`src/rtl/bram_read_arbiter.sv`:
```
// bram_read_arbiter: shares one BRAM read port between several requesters.
// Round-robin arbitration with an optional locked burst mode, a tag pipeline
// that routes read data back to the requester that issued the address, and
// a watchdog that breaks a lock held by an owner that has gone quiet.
`timescale 1ns/1ps

module bram_read_arbiter #(
  parameter int BIT_WIDTH   = 32,
  parameter int I           = 160,
  parameter int REQUESTERS  = 3,
  parameter int LATENCY     = 2,
  parameter int MAX_BURST   = 8,
  parameter int I_WIDTH     = $clog2(I),
  parameter int OWNER_WIDTH = (REQUESTERS > 1) ? $clog2(REQUESTERS) : 1
) (
  input  logic                                 clk_in,
  input  logic                                 rst_n_in,
  input  logic [REQUESTERS-1:0]                req_valid,
  input  logic [REQUESTERS-1:0][I_WIDTH-1:0]   req_addr,
  input  logic [REQUESTERS-1:0]                req_lock,
  output logic [REQUESTERS-1:0]                req_ready,
  output logic [I_WIDTH-1:0]                   bram_addr,
  input  logic [BIT_WIDTH-1:0]                 bram_dout,
  output logic [REQUESTERS-1:0]                resp_valid,
  output logic [BIT_WIDTH-1:0]                 resp_data,
  output logic [OWNER_WIDTH-1:0]               owner,
  output logic                                 locked
);

  localparam int BURST_WIDTH = $clog2(MAX_BURST + 1);
  localparam int WD_LIMIT    = 4 * MAX_BURST;
  localparam int WD_WIDTH    = $clog2(WD_LIMIT + 1);

  typedef enum logic {IDLE, OWNED} state_t;

  state_t                              state, state_next;
  logic [OWNER_WIDTH-1:0]              rr_ptr, rr_ptr_next;
  logic [OWNER_WIDTH-1:0]              owner_next;
  logic [BURST_WIDTH-1:0]              burst_cnt, burst_cnt_next;
  logic [WD_WIDTH-1:0]                 watchdog, watchdog_next;
  logic [1:0]                          rst_sync;
  logic                                run;
  logic                                grant_any;
  logic [OWNER_WIDTH-1:0]              grant_idx;
  logic [I_WIDTH-1:0]                  addr_q;
  logic [LATENCY-1:0]                  tag_valid;
  logic [LATENCY-1:0][OWNER_WIDTH-1:0] tag_idx;

  // Requester indices wrap modulo the requester count.
  function automatic logic [OWNER_WIDTH-1:0] wrap_idx(input int value);
    return OWNER_WIDTH'(value % REQUESTERS);
  endfunction

  // Reset release is brought into the clock domain; grants stay off until
  // the synchronised release has propagated.
  always_ff @(posedge clk_in or negedge rst_n_in) begin
    if (!rst_n_in) begin
      rst_sync <= '0;
    end else begin
      rst_sync <= {rst_sync[0], 1'b1};
    end
  end

  assign run = rst_sync[1];

  // Pick the single requester to grant this cycle: only the owner while a
  // lock is held, otherwise the first valid requester starting at rr_ptr.
  always_comb begin
    grant_any = 1'b0;
    grant_idx = '0;
    if (run) begin
      if (state == OWNED) begin
        if (req_valid[owner]) begin
          grant_any = 1'b1;
          grant_idx = owner;
        end
      end else begin
        for (int k = 0; k < REQUESTERS; k++) begin
          if (!grant_any && req_valid[wrap_idx(int'(rr_ptr) + k)]) begin
            grant_any = 1'b1;
            grant_idx = wrap_idx(int'(rr_ptr) + k);
          end
        end
      end
    end
  end

  // One-hot ready for the chosen requester.
  always_comb begin
    req_ready = '0;
    if (grant_any) begin
      req_ready[grant_idx] = 1'b1;
    end
  end

  assign bram_addr = grant_any ? req_addr[grant_idx] : addr_q;
  assign locked    = (state == OWNED);

  // Next-state logic for the lock FSM, round-robin pointer, burst length
  // and idle-owner watchdog.
  always_comb begin
    state_next     = state;
    rr_ptr_next    = rr_ptr;
    owner_next     = owner;
    burst_cnt_next = burst_cnt;
    watchdog_next  = watchdog;
    case (state)
      IDLE: begin
        if (grant_any) begin
          rr_ptr_next = wrap_idx(int'(grant_idx) + 1);
          if (req_lock[grant_idx] && (MAX_BURST > 1)) begin
            state_next     = OWNED;
            owner_next     = grant_idx;
            burst_cnt_next = BURST_WIDTH'(1);
            watchdog_next  = '0;
          end
        end
      end
      OWNED: begin
        if (grant_any) begin
          burst_cnt_next = burst_cnt + 1'b1;
          watchdog_next  = '0;
          if (!req_lock[owner] || (int'(burst_cnt) + 1 >= MAX_BURST)) begin
            state_next  = IDLE;
            rr_ptr_next = wrap_idx(int'(owner) + 1);
          end
        end else begin
          watchdog_next = watchdog + 1'b1;
          if (int'(watchdog) + 1 >= WD_LIMIT) begin
            state_next    = IDLE;
            rr_ptr_next   = wrap_idx(int'(owner) + 1);
            watchdog_next = '0;
          end
        end
      end
      default: state_next = IDLE;
    endcase
  end

  // Arbitration state registers and the held BRAM address.
  always_ff @(posedge clk_in or negedge rst_n_in) begin
    if (!rst_n_in) begin
      state     <= IDLE;
      rr_ptr    <= '0;
      owner     <= '0;
      burst_cnt <= '0;
      watchdog  <= '0;
      addr_q    <= '0;
    end else begin
      state     <= state_next;
      rr_ptr    <= rr_ptr_next;
      owner     <= owner_next;
      burst_cnt <= burst_cnt_next;
      watchdog  <= watchdog_next;
      addr_q    <= bram_addr;
    end
  end

  // Tag pipeline matching the BRAM latency; in-flight tags keep moving
  // regardless of what the arbitration FSM does afterwards.
  always_ff @(posedge clk_in or negedge rst_n_in) begin
    if (!rst_n_in) begin
      tag_valid <= '0;
      tag_idx   <= '0;
    end else begin
      tag_valid[0] <= grant_any;
      tag_idx[0]   <= grant_idx;
      for (int s = 1; s < LATENCY; s++) begin
        tag_valid[s] <= tag_valid[s-1];
        tag_idx[s]   <= tag_idx[s-1];
      end
    end
  end

  // Route returning BRAM data to the requester named by the oldest tag.
  always_comb begin
    resp_valid = '0;
    resp_data  = '0;
    if (tag_valid[LATENCY-1]) begin
      resp_valid[tag_idx[LATENCY-1]] = 1'b1;
      resp_data                      = bram_dout;
    end
  end

endmodule
```
`config.mk`:
```
export PLATFORM = sky130hd
export DESIGN_NAME = bram_read_arbiter
export DESIGN_NICKNAME = d
export VERILOG_FILES = /design/src/rtl/bram_read_arbiter.sv
export SDC_FILE = /design/constraint.sdc
export NUM_CORES = 1
export LEC_CHECK = 0
export CAP_MARGIN = 20
export CORE_MARGIN = 4
export CORE_UTILIZATION = 43
export CTS_BUF_LIST = sky130_fd_sc_hd__clkbuf_8
export CTS_CLUSTER_SIZE = 25
export DETAILED_ROUTE_END_ITERATION = 8
export GPL_ROUTABILITY_DRIVEN = 0
export PLACE_DENSITY = 0.84
export SLEW_MARGIN = 20
export SYNTH_ARGS = -nofsm -noshare
export SYNTH_HDL_FRONTEND = slang
export SYNTH_SLANG_ARGS = --single-unit
```
`constraint.sdc`:
```
create_clock -name clk_in -period 4.36 [get_ports clk_in]
set_input_delay 0.872 -clock clk_in [delete_from_list [all_inputs] [get_ports clk_in]]
set_output_delay 0.872 -clock clk_in [all_outputs]
set_load 0.02 [all_outputs]
```
==> flow_summary.json, run 1 <==
{
  "comb_power_share_pct": 61.3,
  "drv_cap": 0,
  "fin_cells": 383,
  "register_area_sq_um": 776,
  "ys.flop_type": "dfrtp_1",
  "drive_gt1_share_pct": 10.3,
  "path_max_fanout": 11,
  "pwr-share-clk_pct": 14.1,
  "worstHoldPathType": "flop to flop",
  "setup_viol": 0,
  "synth_edf_count": 0,
  "postCtsHoldBufs": 0,
  "hold_viol": 0,
  "fill_cells": 320,
  "swShare_pct": 41.7,
  "fin_tns_setup_ns": 0,
  "endpoint_kind": "output pin",
  "avgSynthCellArea_sq_um": 9.55,
  "final_cell_area_sq_mm": 0.00336,
  "die_h_um": 76.5,
  "multiInputGateArea_sq_mm": 0.00118,
  "grt_overflow": 0,
  "track_usage_pct": 20.3,
  "io_buffers": 112,
  "crit_chain": "clkdlybuf4s50_1 > or3b_1 > o221ai_1 > o21ai_0 > buf_4 > a222oi_1 > nand2_1 > clkdlybuf4s50_1",
  "path_common_cell": "clkdlybuf4s50_1",
  "die_w_um": 76.5,
  "antenna_found_initial": 0,
  "worst_slew_pin_slew_ns": 0.693,
  "drtIter0Drc": 107,
  "slew_headroom_pct": 53.8,
  "core_sq_mm": 0.00444,
  "cts_buffer_depth": 2,
  "yosysWarnings": 0,
  "fin_crit_sh_pct": 96.1,
  "place_ws_ns": 0.0684,
  "fin_ws_ns": 0.171,
  "syn-num-nets": 281,
  "utilization_pct": 75.5,
  "wl_per_cell_um": 15.9,
  "vias": 2078,
  "regToRegSetupSlack_ns": 1.83,
  "path_clk_slew_ns": 0.07,
  "grt_pass1_wl_um": 9670,
  "vdd_drop_max_mv": 0.513,
  "nets": 400,
  "cts_sinks": 31,
  "insertion_delay_ns": 0.27,
  "critPathTopFamily": "buffers and inverters",
  "dp_cells": 373,
  "yosysUniqueCellTypes": 51,
  "initial_core_util_pct": 45.4,
  "ff2ff_path_depth": 9,
  "cts_tree": "yes",
  "dieArea_sq_mm": 0.00585,
  "first_global_vias": 1981,
  "antenna_cells": 0,
  "fin_worst_skew_ns": 0.00549,
  "first_pass_iters": 4,
  "cp-start-kind": "primary input",
  "slowest_delay_ns": 0.57,
  "r2r_end": "watchdog[2]$_DFFE_PN0P_",
  "slew_violations": 0,
  "htreeDepth": 2,
  "critPathKind": "primary input to output pin",
  "clockRootBuffer": "clkbuf_8",
  "p_switching_uw": 857,
  "hpwl_um": 4750,
  "synth-seq-cells": 31,
  "postRouteAntennaNets": 0,
  "postRouteWirelength_um": 6100,
  "status": "complete, no violations",
  "rsz0062_at_grt": "false",
  "min_to": "tag_valid[1]$_DFF_PN0_",
  "min_period_ns": 4.19,
  "p_int_uw": 1200,
  "io_pins": 113,
  "syn_inst": 211,
  "required_ns": 3.49,
  "area_growth_pct": 66.5,
  "worstHoldPathCells": 0,
  "powerDensity_mw_per_mm2": 613,
  "path_buf_inv": 3,
  "grt_max_degree": 36,
  "yosysSeqAreaShare_pct": 38.5,
  "cp_data_arrival_time_ns": 3.32,
  "power.leakage_uw": 0.00147,
  "slowest_stage": "clkdlybuf4s50_1",
  "place_area_sq_mm": 0.00321,
  "drc": 0,
  "avgViaCountPerCell": 5.43,
  "fmax_ghz": 0.239,
  "pwr-share-seq_pct": 24.6,
  "syn_area_sq_mm": 0.00202,
  "cts_buffers": 5,
  "rows": 24,
  "hp-start": "tag_valid[0]$_DFF_PN0_",
  "r2r-start": "rr_ptr[0]$_DFFE_PN0P_",
  "synth_async_sr_flop_share_pct": 100
}
==> synthesized netlist by cell type (3+ instances only) <==
library cell | n | area (sq um)
a221o_1 | 3 | 30.0
nand3b_1 | 4 | 30.0
mux2_2 | 5 | 56.3
ha_1 | 6 | 75.1
nor2b_1 | 4 | 25.0
inv_1 | 5 | 18.8
clkbuf_1 | 7 | 26.3
o21ai_0 | 8 | 40.0
nand2_1 | 21 | 78.8
nand3_1 | 5 | 25.0
a211o_1 | 3 | 26.3
dfrtp_1 | 31 | 776
nor2_1 | 10 | 37.5
a31oi_1 | 7 | 43.8
a21o_1 | 3 | 22.5
mux2i_1 | 4 | 40.0
and2_1 | 35 | 219
nor3b_1 | 4 | 30.0
a22oi_1 | 7 | 52.6
and3_1 | 4 | 25.0
==> power groups by stage <==
stage / Combinational, uW / Sequential, uW / Clock, uW
global route: 1350 / 526 / 310
detailed placement: 1250 / 513 / 0
floorplan: 738 / 478 / 0
finish: 1260 / 506 / 289
global placement: 1230 / 504 / 0
CTS: 1260 / 508 / 295
==> layout by cell type (no fill, tap or decap), types with 5 or more instances in the layout <==
master,n
o21ai_0,8
mux2_2,5
and2_1,35
clkdlybuf4s50_1,107
nand3_1,5
buf_4,9
ha_1,6
a22oi_1,7
inv_1,5
a31oi_1,7
nor2_1,9
clkbuf_8,6
dlymetal6s2s_1,5
nand2_1,21
dfrtp_1,31
==> per-stage QoR <==
step                power, uW  hold WS [ns]
finish                   2060         0.350
global route             2190         0.360
CTS                      2060         0.351
global placement         1730         0.332
floorplan                1220         0.331
detailed placement       1760         0.336
==> flip-flops by register name, summed over array words and instances, names as in the netlist <==
| signal | flops |
|---|---|
| rr_ptr | 2 |
| watchdog | 6 |
| rst_sync | 2 |
| tag_valid | 2 |
| burst_cnt | 4 |
| locked | 1 |
| tag_idx | 4 |
| owner | 2 |
| addr_q | 8 |
==> per-layer routing <==
layer	track usage, %	up-vias	wire length [um]
met2	36.8	117	3160
li1	-	999	-
met5	0	-	0
met3	5.67	11	506
met1	22.7	951	2330
met4	7.07	0	106
==> cells by family after synthesis <==
kind of cell	Yosys count	share of synthesized area, %
simple gates	101	28.5
compound gates	49	21.2
flops	31	38.5
buf+inv	14	3.17
mux	9	4.78
fa+ha+maj	6	3.72
other cells	1	0.186
==> layout make-up <==
cell class | instances | area share [%]
Sequential cell | 31 | 23.1
Timing Repair Buffer | 121 | 35.8
Inverter | 5 | 0.559
Tap cell | 52 | 1.94
Multi-Input combinational cell | 166 | 35.1
Clock buffer | 6 | 2.46
Clock inverter | 2 | 1.04
==> how the worst max path moves through the flow <==
stage	startpoint	to	slack, ns	depth (start not counted)
2_1_floorplan	req_valid[1]	bram_addr[1]	1.02	7
3_3_place_gp	req_valid[1]	bram_addr[7]	0.19	8
3_5_place_dp	req_valid[0]	bram_addr[6]	0.07	9
4_1_cts	req_valid[0]	bram_addr[6]	0.05	9
5_1_grt	req_valid[0]	bram_addr[7]	0.02	8
6_report	req_valid[0]	bram_addr[7]	0.17	8
==> repair_timing <==
action | 4_1_cts | 5_1_grt
setup buffers | 0 | 2
endpoints found under the setup margin | 0 | 6
gates resized for setup | 0 | 6
Power figures use the tool's default switching activity.
==> inputs of run 2 (changes only) <==
==> constraint.sdc (replaced) <==
create_clock -name clk_in -period 4.36 [get_ports clk_in]
set_input_delay 0.436 -clock clk_in [delete_from_list [all_inputs] [get_ports clk_in]]
set_output_delay 0.436 -clock clk_in [all_outputs]
set_load 0.02 [all_outputs]
==> run 2 against run 1 <==
  * Combinational power decreased by 3%
  * Final cell count shrank 1.6%
  * First-iteration DRC count down 33%
  * Clock skew up 0.00099 ns
  * Global-route usage decreased by 0.71 points
  * Sequential power hardly changed
  * Worst hold slack better by 0.00064 ns
  * Clock-buffer cell count unchanged
  * Clock power about the same
  * Sequential share of layout area is 0.42 points higher
==> flow_summary.json, run 2 (synthesized netlist as in run 1, its figures left out) <==
{
  "htreeDepth": 2,
  "fin_tns_setup_ns": 0,
  "pwr-share-seq_pct": 24.9,
  "hpwl_um": 4580,
  "grt_overflow": 0,
  "place_ws_ns": 0.703,
  "first_pass_iters": 4,
  "rsz0062_at_grt": "false",
  "power.leakage_uw": 0.00140,
  "ctsResizeCount": 0,
  "fin_crit_sh_pct": 87.2,
  "worstHoldPathCells": 0,
  "vdd_drop_max_mv": 0.412,
  "grt_pass1_wl_um": 9350,
  "worst_slew_pin_slew_ns": 0.705,
  "fin_ws_ns": 0.556,
  "hp-start": "tag_valid[0]$_DFF_PN0_",
  "slowest_stage": "clkdlybuf4s50_1",
  "critPathKind": "flop to output pin",
  "postCtsHoldBufs": 0,
  "crit_chain": "inv_1 > ha_1 > or3b_1 > o221ai_1 > o21ai_0 > nor2_1 > nand2_1 > a31oi_1 > clkdlybuf4s50_1",
  "p_int_uw": 1180,
  "ff2ff_path_depth": 8,
  "nets": 394,
  "cp-start-kind": "flop",
  "drtIter0Drc": 72,
  "initial_core_util_pct": 45.4,
  "vias": 2007,
  "r2r_end": "rr_ptr[0]$_DFFE_PN0P_",
  "fmax_ghz": 0.263,
  "setup_viol": 0,
  "r2r-start": "rr_ptr[0]$_DFFE_PN0P_",
  "slew_headroom_pct": 53.0,
  "fill_cells": 357,
  "required_ns": 3.92,
  "first_global_vias": 1884,
  "rows": 24,
  "clockRootBuffer": "clkbuf_8",
  "dieArea_sq_mm": 0.00585,
  "path_buf_inv": 2,
  "track_usage_pct": 19.6,
  "critPathTopFamily": "simple AND/OR/NAND/NOR gates",
  "dp_cells": 369,
  "avgViaCountPerCell": 5.32,
  "antenna_cells": 0,
  "io_pins": 113,
  "cts_tree": "yes",
  "top_register": "addr_q",
  "die_w_um": 76.5,
  "crit_cells": 9,
  "postRouteWirelength_um": 5810,
  "powerDensity_mw_per_mm2": 612,
  "area_growth_pct": 63.6,
  "drv_cap": 0,
  "postRouteAntennaNets": 0,
  "min_to": "tag_valid[1]$_DFF_PN0_",
  "grt_max_degree": 36,
  "swShare_pct": 41.5,
  "endpoint_kind": "output pin",
  "cts_buffer_depth": 2,
  "reg_top3": "addr_q: 8 flops, watchdog: 6 flops",
  "p_switching_uw": 838,
  "die_h_um": 76.5,
  "cts_buffers": 5,
  "cts_setup_buffers": 0,
  "comb_power_share_pct": 60.6,
  "insertion_delay_ns": 0.28,
  "min_period_ns": 3.80,
  "pwr-share-clk_pct": 14.4,
  "worstHoldPathType": "flop to flop",
  "cts_sinks": 31,
  "fin_worst_skew_ns": 0.00647,
  "slew_violations": 0,
  "status": "complete, no violations",
  "mostFrequentLayoutCells": "clkdlybuf4s50_1 (112), and2_1 (35), dfrtp_1 (31)",
  "antenna_found_initial": 0,
  "fin_cells": 377,
  "drive_gt1_share_pct": 8.31,
  "path_clk_slew_ns": 0.06,
  "drc": 0,
  "largest_register_ffs": 8,
  "slowest_delay_ns": 0.65,
  "hold_viol": 0,
  "io_buffers": 112,
  "core_sq_mm": 0.00444,
  "cp_data_arrival_time_ns": 3.37,
  "path_max_fanout": 8,
  "mostFrequentLayoutCell": "clkdlybuf4s50_1",
  "wl_per_cell_um": 15.4,
  "regToRegSetupSlack_ns": 1.76
}
-- run 2: changes by cell type in the layout (fill, tap and decap cells not counted), sizes merged --
cell / before / now
buf: 9 / 3
clkdlybuf4s50: 107 / 112
dlymetal6s2s: 5 / 0
-- run 2: per-layer routing --
layer / vias up / track usage, % / wire length, um
li1: 989 / - / -
met1: 927 / 22.8 / 2410
met2: 82 / 35.5 / 2950
met3: 9 / 5.32 / 370
met4: 0 / 5.07 / 80
met5: - / 0 / 0
-- run 2: worst max path at each step --
stage                                from           end  slack [ns]
floorplan           rr_ptr[0]$_DFFE_PN0P_  bram_addr[1]        1.66
global placement             req_valid[1]  bram_addr[2]        0.78
detailed placement           req_valid[0]  bram_addr[1]        0.70
CTS                 rr_ptr[0]$_DFFE_PN0P_  bram_addr[1]        0.56
global route        rr_ptr[0]$_DFFE_PN0P_  bram_addr[6]        0.32
finish              rr_ptr[0]$_DFFE_PN0P_  bram_addr[1]        0.56
-- run 2: final cells by class --
class / instances / area [sq um] / area share [%]
clock buffers: 6 / 82.6 / 2.50
clock inverters: 2 / 35.0 / 1.06
inverters: 5 / 18.8 / 0.569
multi-input cells: 166 / 1180 / 35.7
flip-flops and latches: 31 / 776 / 23.5
well taps: 52 / 65.1 / 1.97
repair buffers: 115 / 1140 / 34.7
-- run 2: power by group through the flow --
stage	registers [uW]	clock network, uW	logic, uW
floorplan	478	0	738
global placement	504	0	1210
detailed placement	509	0	1230
CTS	504	298	1230
global route	524	312	1310
finish	503	291	1220
-- run 2: through the flow --
stage          hold WS [ns]  cell area (sq um)  total power [uW]  util [%]
2_1_floorplan         0.140               2020              1220         -
3_3_place_gp          0.332               3180              1710      71.5
3_5_place_dp          0.336               3180              1730      71.5
4_1_cts               0.350               3300              2030      74.2
5_1_grt               0.356               3300              2150      74.2
6_report              0.350               3300              2020      74.2
